$ cat config.mk
export PLATFORM = sky130hd
export DESIGN_NAME = fetch_issue_unit
export DESIGN_NICKNAME = d
export VERILOG_FILES = /design/src/rtl/fetch_issue_unit_pkg.sv /design/src/rtl/fetch_skid_fifo.sv /design/src/rtl/fetch_issue_unit.sv
export SDC_FILE = /design/constraint.sdc
export NUM_CORES = 1
export LEC_CHECK = 0
export CORE_ASPECT_RATIO = 0.8
export CORE_MARGIN = 10
export CORE_UTILIZATION = 50
export CTS_BUF_LIST = sky130_fd_sc_hd__clkbuf_2
export DETAILED_ROUTE_END_ITERATION = 10
export PLACE_DENSITY = 0.79
export SLEW_MARGIN = 20
export SYNTH_ARGS = -nofsm -noshare
export SYNTH_HDL_FRONTEND = slang
export SYNTH_SLANG_ARGS = --single-unit
$ cat constraint.sdc
create_clock -name clk_i -period 2.2 [get_ports clk_i]
set_input_delay 0.66 -clock clk_i [delete_from_list [all_inputs] [get_ports clk_i]]
set_output_delay 0.66 -clock clk_i [all_outputs]
set_load 0.01 [all_outputs]
$ cat src/rtl/fetch_issue_unit_pkg.sv
// fetch_issue_unit_pkg: shared constants and fetch FSM state encoding
package fetch_issue_unit_pkg;
    localparam logic [15:0] NOP_INSTR = 16'h0800;
    localparam logic [4:0]  OP_HALT   = 5'b00000;
    localparam int          PC_INC    = 2;
    typedef enum logic [1:0] {ST_FETCH, ST_FULL, ST_SQUASH, ST_HALT} fetch_state_e;
endpackage

$ cat src/rtl/fetch_skid_fifo.sv
// fetch_skid_fifo: small skid FIFO of {instr, pc_2} entries with clear and pop-before-push when full
module fetch_skid_fifo #(
    parameter int DEPTH = 2,
    parameter int W     = 32
) (
    input  logic                   clk_i,
    input  logic                   rst_ni,
    input  logic                   push_i,
    input  logic                   pop_i,
    input  logic                   clear_i,
    input  logic [W-1:0]           data_i,
    output logic [W-1:0]           data_o,
    output logic                   empty_o,
    output logic [$clog2(DEPTH):0] count_o
);
    localparam int AW = $clog2(DEPTH);
    logic [W-1:0]  mem_q [DEPTH];
    logic [AW-1:0] wr_q, rd_q;
    logic [AW:0]   cnt_q;
    logic          do_push, do_pop;
    assign empty_o = cnt_q == '0;
    assign count_o = cnt_q;
    assign data_o  = mem_q[rd_q];
    assign do_pop  = pop_i && !empty_o;
    assign do_push = push_i && (cnt_q != (AW+1)'(DEPTH) || do_pop);
    // storage and pointers; a pop frees its slot in the same cycle a push may refill it
    always_ff @(posedge clk_i or negedge rst_ni) begin
        if (!rst_ni) begin
            for (int i = 0; i < DEPTH; i++) mem_q[i] <= '0;
            wr_q  <= '0;
            rd_q  <= '0;
            cnt_q <= '0;
        end else if (clear_i) begin
            wr_q  <= '0;
            rd_q  <= '0;
            cnt_q <= '0;
        end else begin
            if (do_push) mem_q[wr_q] <= data_i;
            if (do_push) wr_q <= wr_q + AW'(1);
            if (do_pop) rd_q <= rd_q + AW'(1);
            cnt_q <= cnt_q + (AW+1)'(do_push) - (AW+1)'(do_pop);
        end
    end
endmodule

$ cat src/rtl/fetch_issue_unit.sv
// fetch_issue_unit: PC owner issuing imem reads and feeding decode through a skid FIFO
module fetch_issue_unit
    import fetch_issue_unit_pkg::*;
#(
    parameter int                DATA_W     = 16,
    parameter logic [DATA_W-1:0] PC_RESET   = '0,
    parameter int                FIFO_DEPTH = 2
) (
    input  logic              clk_i,
    input  logic              rst_ni,
    output logic              imem_req_o,
    output logic [DATA_W-1:0] imem_addr_o,
    input  logic [DATA_W-1:0] imem_data_i,
    input  logic              imem_done_i,
    input  logic              redirect_en_i,
    input  logic [DATA_W-1:0] redirect_pc_i,
    output logic              dec_valid_o,
    input  logic              dec_ready_i,
    output logic [DATA_W-1:0] dec_instr_o,
    output logic [DATA_W-1:0] dec_pc_2_o,
    output logic              halted_o
);
    localparam int CW = $clog2(FIFO_DEPTH) + 1;
    fetch_state_e        state_q, state_d;
    logic [DATA_W-1:0]   pc_q, pc_d, sq_addr_q, sq_addr_d, pc_next;
    logic                started_q;
    logic                push, pop, empty, fill, halt_op, ret;
    logic [CW-1:0]       count;
    logic [2*DATA_W-1:0] head;

    assign imem_req_o  = started_q && (state_q == ST_FETCH || state_q == ST_SQUASH);
    assign imem_addr_o = state_q == ST_SQUASH ? sq_addr_q : pc_q;
    assign halted_o    = state_q == ST_HALT;
    assign dec_valid_o = !empty;
    assign dec_instr_o = empty ? DATA_W'(NOP_INSTR) : head[2*DATA_W-1:DATA_W];
    assign dec_pc_2_o  = empty ? '0 : head[DATA_W-1:0];
    assign pc_next     = pc_q + DATA_W'(PC_INC);
    assign ret         = imem_req_o && imem_done_i;
    assign push        = ret && state_q == ST_FETCH && !redirect_en_i;
    assign pop         = dec_valid_o && dec_ready_i;
    assign fill        = push && !pop && count == CW'(FIFO_DEPTH - 1);
    assign halt_op     = imem_data_i[DATA_W-1 -: 5] == OP_HALT;

    fetch_skid_fifo #(.DEPTH(FIFO_DEPTH), .W(2*DATA_W)) u_fifo (
        .clk_i   (clk_i),
        .rst_ni  (rst_ni),
        .push_i  (push),
        .pop_i   (pop),
        .clear_i (redirect_en_i),
        .data_i  ({imem_data_i, pc_next}),
        .data_o  (head),
        .empty_o (empty),
        .count_o (count)
    );

    // next state, PC and squash address; redirect overrides everything else
    always_comb begin
        state_d   = state_q;
        pc_d      = push ? pc_next : pc_q;
        sq_addr_d = (redirect_en_i && state_q == ST_FETCH) ? pc_q : sq_addr_q;
        case (state_q)
            ST_FETCH:  if (ret) state_d = halt_op ? ST_HALT : fill ? ST_FULL : ST_FETCH;
            ST_FULL:   if (pop) state_d = ST_FETCH;
            ST_SQUASH: if (ret) state_d = ST_FETCH;
            default:   state_d = ST_HALT;
        endcase
        if (redirect_en_i) begin
            pc_d    = redirect_pc_i;
            state_d = (imem_req_o && !imem_done_i) ? ST_SQUASH : ST_FETCH;
        end
    end

    // state registers; started_q holds off the first request until the cycle after reset release
    always_ff @(posedge clk_i or negedge rst_ni) begin
        if (!rst_ni) begin
            state_q   <= ST_FETCH;
            pc_q      <= PC_RESET;
            sq_addr_q <= PC_RESET;
            started_q <= 1'b0;
        end else begin
            state_q   <= state_d;
            pc_q      <= pc_d;
            sq_addr_q <= sq_addr_d;
            started_q <= 1'b1;
        end
    end
endmodule
# Yosys cells after proc, flatten, opt, wreduce, memory -nomap -nowiden
# Cells that the tools add are included.
totals:
  ff_bits: 103
  latch_bits: 0
  ramBits: 0
  romBits: 0
  in_bits: 37
  output_inout_bits: 51
  elab_cells: 78
  memories: 0
op_classes:
  n_addsub: 5
  n_mul: 0
  div: 0
  n_lt_le_gt_ge: 3
  n_eq_ne: 8
  shift: 0
  mux: 24
  bitwise_logic: 3
  n_reduce_logical: 26
op_table:
  columns: ["op", "count"]
  rows:
  - ["$mux W32", 4]
  - ["$mux W16", 5]
  - ["$bwmux W64", 1]
  - ["$demux W32 S1", 1]
  - ["$add A16 B2 Y16 const B", 1]
  - ["$mux W2", 7]
  - ["$logic_and A1 B1 Y1", 12]
  - ["$ne A3 B3 Y1 const B", 3]
  - ["$pmux W2 S3", 1]
  - ["$reduce_bool A2 Y1", 3]
  - ["$logic_not A5 Y1", 1]
  - ["$mux W1", 5]
  - ["$eq A2 B1 Y1 const B", 2]
  - ["$eq A2 B2 Y1 const B", 2]
  - ["$ge A2 B2 Y1 const B", 2]
  - ["$logic_not A1 Y1", 4]
  - ["$logic_not A2 Y1", 2]
  - ["$not A1 Y2", 2]
  - ["$reduce_and A3 Y1", 1]
  - ["$add A1 B1 Y1 const B", 2]
  - ["$add A2 B1 Y2", 1]
  - ["$logic_or A1 B1 Y1", 2]
  - ["$lt A2 B1 Y1 const B", 1]
  - ["$ne A2 B2 Y1 const B", 1]
  - ["other kinds (3)", 3]

# Longest topological paths before layout
logic_depth:
  ltp_word: 13
  mapped_depth: 9
  mapped_depth_nobuf: 8

# Modules after synthesis
# From an unflattened synthesis, not the netlist that was laid out.
hier_totals:
  hier_cells: 445
  hier_area_um2: 5495.3
modules_own_cells:
  columns: ["mod", "n_inst", "cells_each", "area_each_um2", "seq_area_each_um2"]
  rows:
  - ["fetch_skid_fifo", 1, 194, 3100.5, 1701.6]
  - ["fetch_issue_unit", 1, 251, 2394.8, 875.8]

# Worst setup path after synthesis
# Ideal clock, no wire load.
synth_path:
  path_type: "register to output"
  from: "register state_q[0]"
  to: "output port imem_addr_o[10]"
  t_arrival_ns: 1.670
  t_required_ns: 1.540
  path_slack_ns: -0.130
  path_stages_with_launch: 6
  path_buffers: 2
  cell_sequence: "dfrtp_1 > inv_1 > ha_1 > clkbuf_1 > clkbuf_1 > mux2_2"
synth_between:
  elab_chain_len: 2
synth_rtl:
  columns: ["element", "line", "rtl"]
  rows:
  - ["from (decl)", "fetch_issue_unit.sv:24", "fetch_state_e state_q, state_d;"]
  - ["from (signal assigned)", "fetch_issue_unit.sv:81", "state_q <= state_d;"]
  - ["$eq A2 B2 Y1", "fetch_issue_unit.sv:32", "assign imem_addr_o = state_q == ST_SQUASH ? sq_addr_q : pc_q;"]
  - ["$mux W16", "fetch_issue_unit.sv:32", null]
  - ["to (decl)", "fetch_issue_unit.sv:12", "output logic [DATA_W-1:0] imem_addr_o,"]
# No other way between the ends.

# Worst setup path in the final report
layout_path:
  from: "register state_q[1]"
  to: "output port imem_req_o"
layout_between:
  elab_chain_len: 3
  elab_cells_between_ends: 4
  classes_between: "eq/ne: 1; reduce/logical: 3"
layout_rtl:
  columns: ["element", "line", "rtl"]
  rows:
  - ["$eq A2 B2 Y1 or $logic_not A2 Y1 (tied branches)", "fetch_issue_unit.sv:31", "assign imem_req_o = started_q && (state_q == ST_FETCH || state_q == ST_SQUASH);"]
  - ["$logic_or A1 B1 Y1 *", "fetch_issue_unit.sv:31", null]
  - ["$logic_and A1 B1 Y1 *", "fetch_issue_unit.sv:31", null]
  - ["to (decl)", "fetch_issue_unit.sv:11", "output logic imem_req_o,"]
# Mark *: on every way between the ends. The rest lies on a longest branch, timed or not.

==> results_dict.tcl <==
set metrics [dict create \
    reg2reg_depth 12 \
    drive_above_1_share_pct 37.8 \
    wl_um 15100 \
    antenna_left 0 \
    rows 33 \
    internal_power_mw 5.30 \
    fin_tns_setup_ns -11.04 \
    gp_congestion 0.799 \
    fin_nets 663 \
    sequentialPowerShare_pct 37.3 \
    crit_fanout 5 \
    worst_pin_slew_ns 0.499 \
    track_usage_pct 18.5 \
    root_buffer "clkbuf_2" \
    pre_cts_ws_ns -0.254 \
    syn_area_mm2 0.00515 \
    io_pins 88 \
    synth_common_cells "dfrtp_1 (103), nor2_1 (67), mux2_2 (65)" \
    power_density_mw_per_mm2 1150 \
    fmax_mhz 397 \
    wire_per_inst_um 19.7 \
    pwr-share-comb_pct 52.1 \
    die_w_um 134 \
    initial_core_util_pct 50.7 \
    grt_pass1_vias 4244 \
    synthCells 474 \
    min_period_ns 2.52 \
    cap_violations 0 \
    synth_fp_nets 518 \
    yosys_warnings 0 \
    die-area_mm2 0.0148 \
    ys_ff_latch 103 \
    total_power_mw 8.31 \
    hp-class "in2async" \
    drcViolationCount 0 \
    synth.distinct_cells 37 \
    slew_headroom_pct 66.6 \
    switching_power_mw 3.01 \
    swShare_pct 36.2 \
    dpl.hpwl_um 9170 \
    drt_first_pass_iters 5 \
    endpoint_kind "primary output" \
    ir_worst_vdd_mv 0.654 \
    synth-main-ff-cell "dfrtp_1" \
    io_buffers 87 \
    grt_pass1_wl_um 22400 \
    cts_tree "built" \
    grt_max_degree 43 \
    top_layer "met4" \
    reg2reg_slack_ns -0.08 \
    rsz0062_at_grt "true" \
    clkLatencyLatePin_ns 0.58 \
    yosys-top-cells-area "dfrtp_1 (50%), mux2_2 (14%), mux2i_1 (7.4%), nor2_1 (4.9%), xnor2_1 (3.6%)" \
    clk_pin_slew_ns 0.27 \
    reg2reg_to "pc_q[15]" \
    setup_ws_ns -0.316 \
    setup_viol 80 \
    status "complete, but fails checks" \
    arrival_ns 1.86 \
    drt_iter0_drc 317 \
    p_leak_nw 3.22 \
    cts_buffers 9 \
    reg2reg_from "state_q[1]" \
    async_flop_share_pct 100 \
    finalClockSkew_ns 0.0275 \
    coreArea_mm2 0.0102 \
    synth.most_common_cell "dfrtp_1" \
    die_y_um 111 \
    crit_path_start_kind "flop" \
    finalCritPeriodShare_pct 114 \
    synth_top_area_share_pct 50.0 \
    syn_to_final_growth_pct 40.5 \
    globalRouteOverflowTotal 0 \
    yosysTopAreaCell "dfrtp_1" \
    finalHoldViolCount 0 \
    wl_met3_um 782 \
    clockBufferDepth 2 \
    seq_area_frac_synth_pct 50.0 \
    synth_edf_count 0 \
    antenna_found_initial 1 \
    p_clk_share_pct 10.5 \
    post-route-util_pct 71.3 \
    violations "negative setup slack" \
    htreeDepth 3 \
    hold_slack_ns 0.501 \
    routed-wl-met2_um 7620 \
    synth_area_per_cell_um2 10.9 \
    cts_sinks 103 \
    drv_slew 0 \
    critical_path_class "reg2out" \
    detail_route.vias_per_cell 5.54 \
    required_ns 1.54 \
    vias 4239 \
    met1Wirelength_um 6450 \
]
stage by stage:
stage | instances | area, µm²
after floorplan | 474 | 5160
after global placement | 715 | 6510
after detailed placement | 715 | 6510
after CTS | 751 | 6900
after global routing | 765 | 7240
final | 765 | 7240
power groups by stage:
stage                     sequential [mW]  combinational [mW]  clock [mW]
after floorplan                      2.93                1.98           0
after detailed placement             3.06                3.49           0
final                                3.10                4.33       0.877
after CTS                            3.04                3.97       0.890
after global placement               2.99                3.40           0
after global routing                 3.18                4.64       0.972
cells in the final DEF (no fill, tap or decap), drive strengths merged, types with 2 or more instances in the layout:
cell           Yosys  layout
clkdlybuf4s50      0      35
clkinvlp           0       2
nor4               9       9
nor3               9       9
inv               10      10
xnor2             21      21
buf               20     128
nand3              8       8
nand2             26      26
nor2              67      67
ha                 7       7
mux2i             38      38
o21ai             22      22
mux2              65      65
clkbuf            14      14
nand4              3       3
clkinv             0       3
a21oi             28      28
xor2               7       7
dfrtp            103     103
nor2b              3       3
registers in the layout, indices dropped and copies added, names as in the netlist:
name,cells
u_fifo.mem_q,64
pc_q,16
sq_addr_q,16
state_q,2
u_fifo.count_o,2
started_q,1
u_fifo.rd_q,1
u_fifo.wr_q,1
critical path, cell delays in order (launching register included):
cell and delay [ns]:
dfrtp_1 0.47, ha_4 0.21, buf_12 0.14, buf_6 0.11, o21a_1 0.20, buf_2 0.16
metal layers:
metal	vias up	track usage, %
met4	0	6.95
li1	1914	-
met2	149	29.9
met3	18	3.71
met5	-	0
met1	2158	23.9
area by class of cell:
| type | instances | area [µm²] |
|---|---|---|
| Multi-Input combinational cell | 327 | 2600 |
| Clock buffer | 10 | 50.0 |
| Timing Repair Buffer | 168 | 1740 |
| Inverter | 10 | 42.5 |
| Clock inverter | 6 | 61.3 |
| Fill cell | 741 | 2910 |
| Antenna cell | 1 | 2.50 |
| Tap cell | 140 | 175 |
| Sequential cell | 103 | 2580 |
kinds of logic after synthesis:
kind of cell | share of synthesized area, %
flops | 50.0
fa+ha+maj | 1.70
other cells | 0.0728
simple gates | 12.2
mux | 21.6
xor+xnor | 4.76
compound gates | 5.56
buf+inv | 4.15
how the worst max path moves through the flow:
stage,from,to,slack [ns],cells past startpoint
after global placement,dec_ready_i,u_fifo.count_o[1],-0.19,8
after detailed placement,dec_ready_i,u_fifo.count_o[1],-0.25,8
after floorplan,redirect_en_i,u_fifo.count_o[1],0.03,8
after global routing,state_q[0],imem_addr_o[4],-0.43,5
final,state_q[1],imem_req_o,-0.32,5
after CTS,state_q[0],imem_addr_o[15],-0.43,6
what timing repair did:
| item | CTS | global route |
|---|---|---|
| resized for setup | 261 | 52 |
| gates cloned | 6 | 4 |
| hold endpoints to repair | 27 | 0 |
| hold buffers | 1 | 0 |
| endpoints found under the setup margin | 51 | 94 |
| pin swaps | 6 | 11 |
| buffers inserted | 13 | 10 |
(Power assumes the default switching activity.)
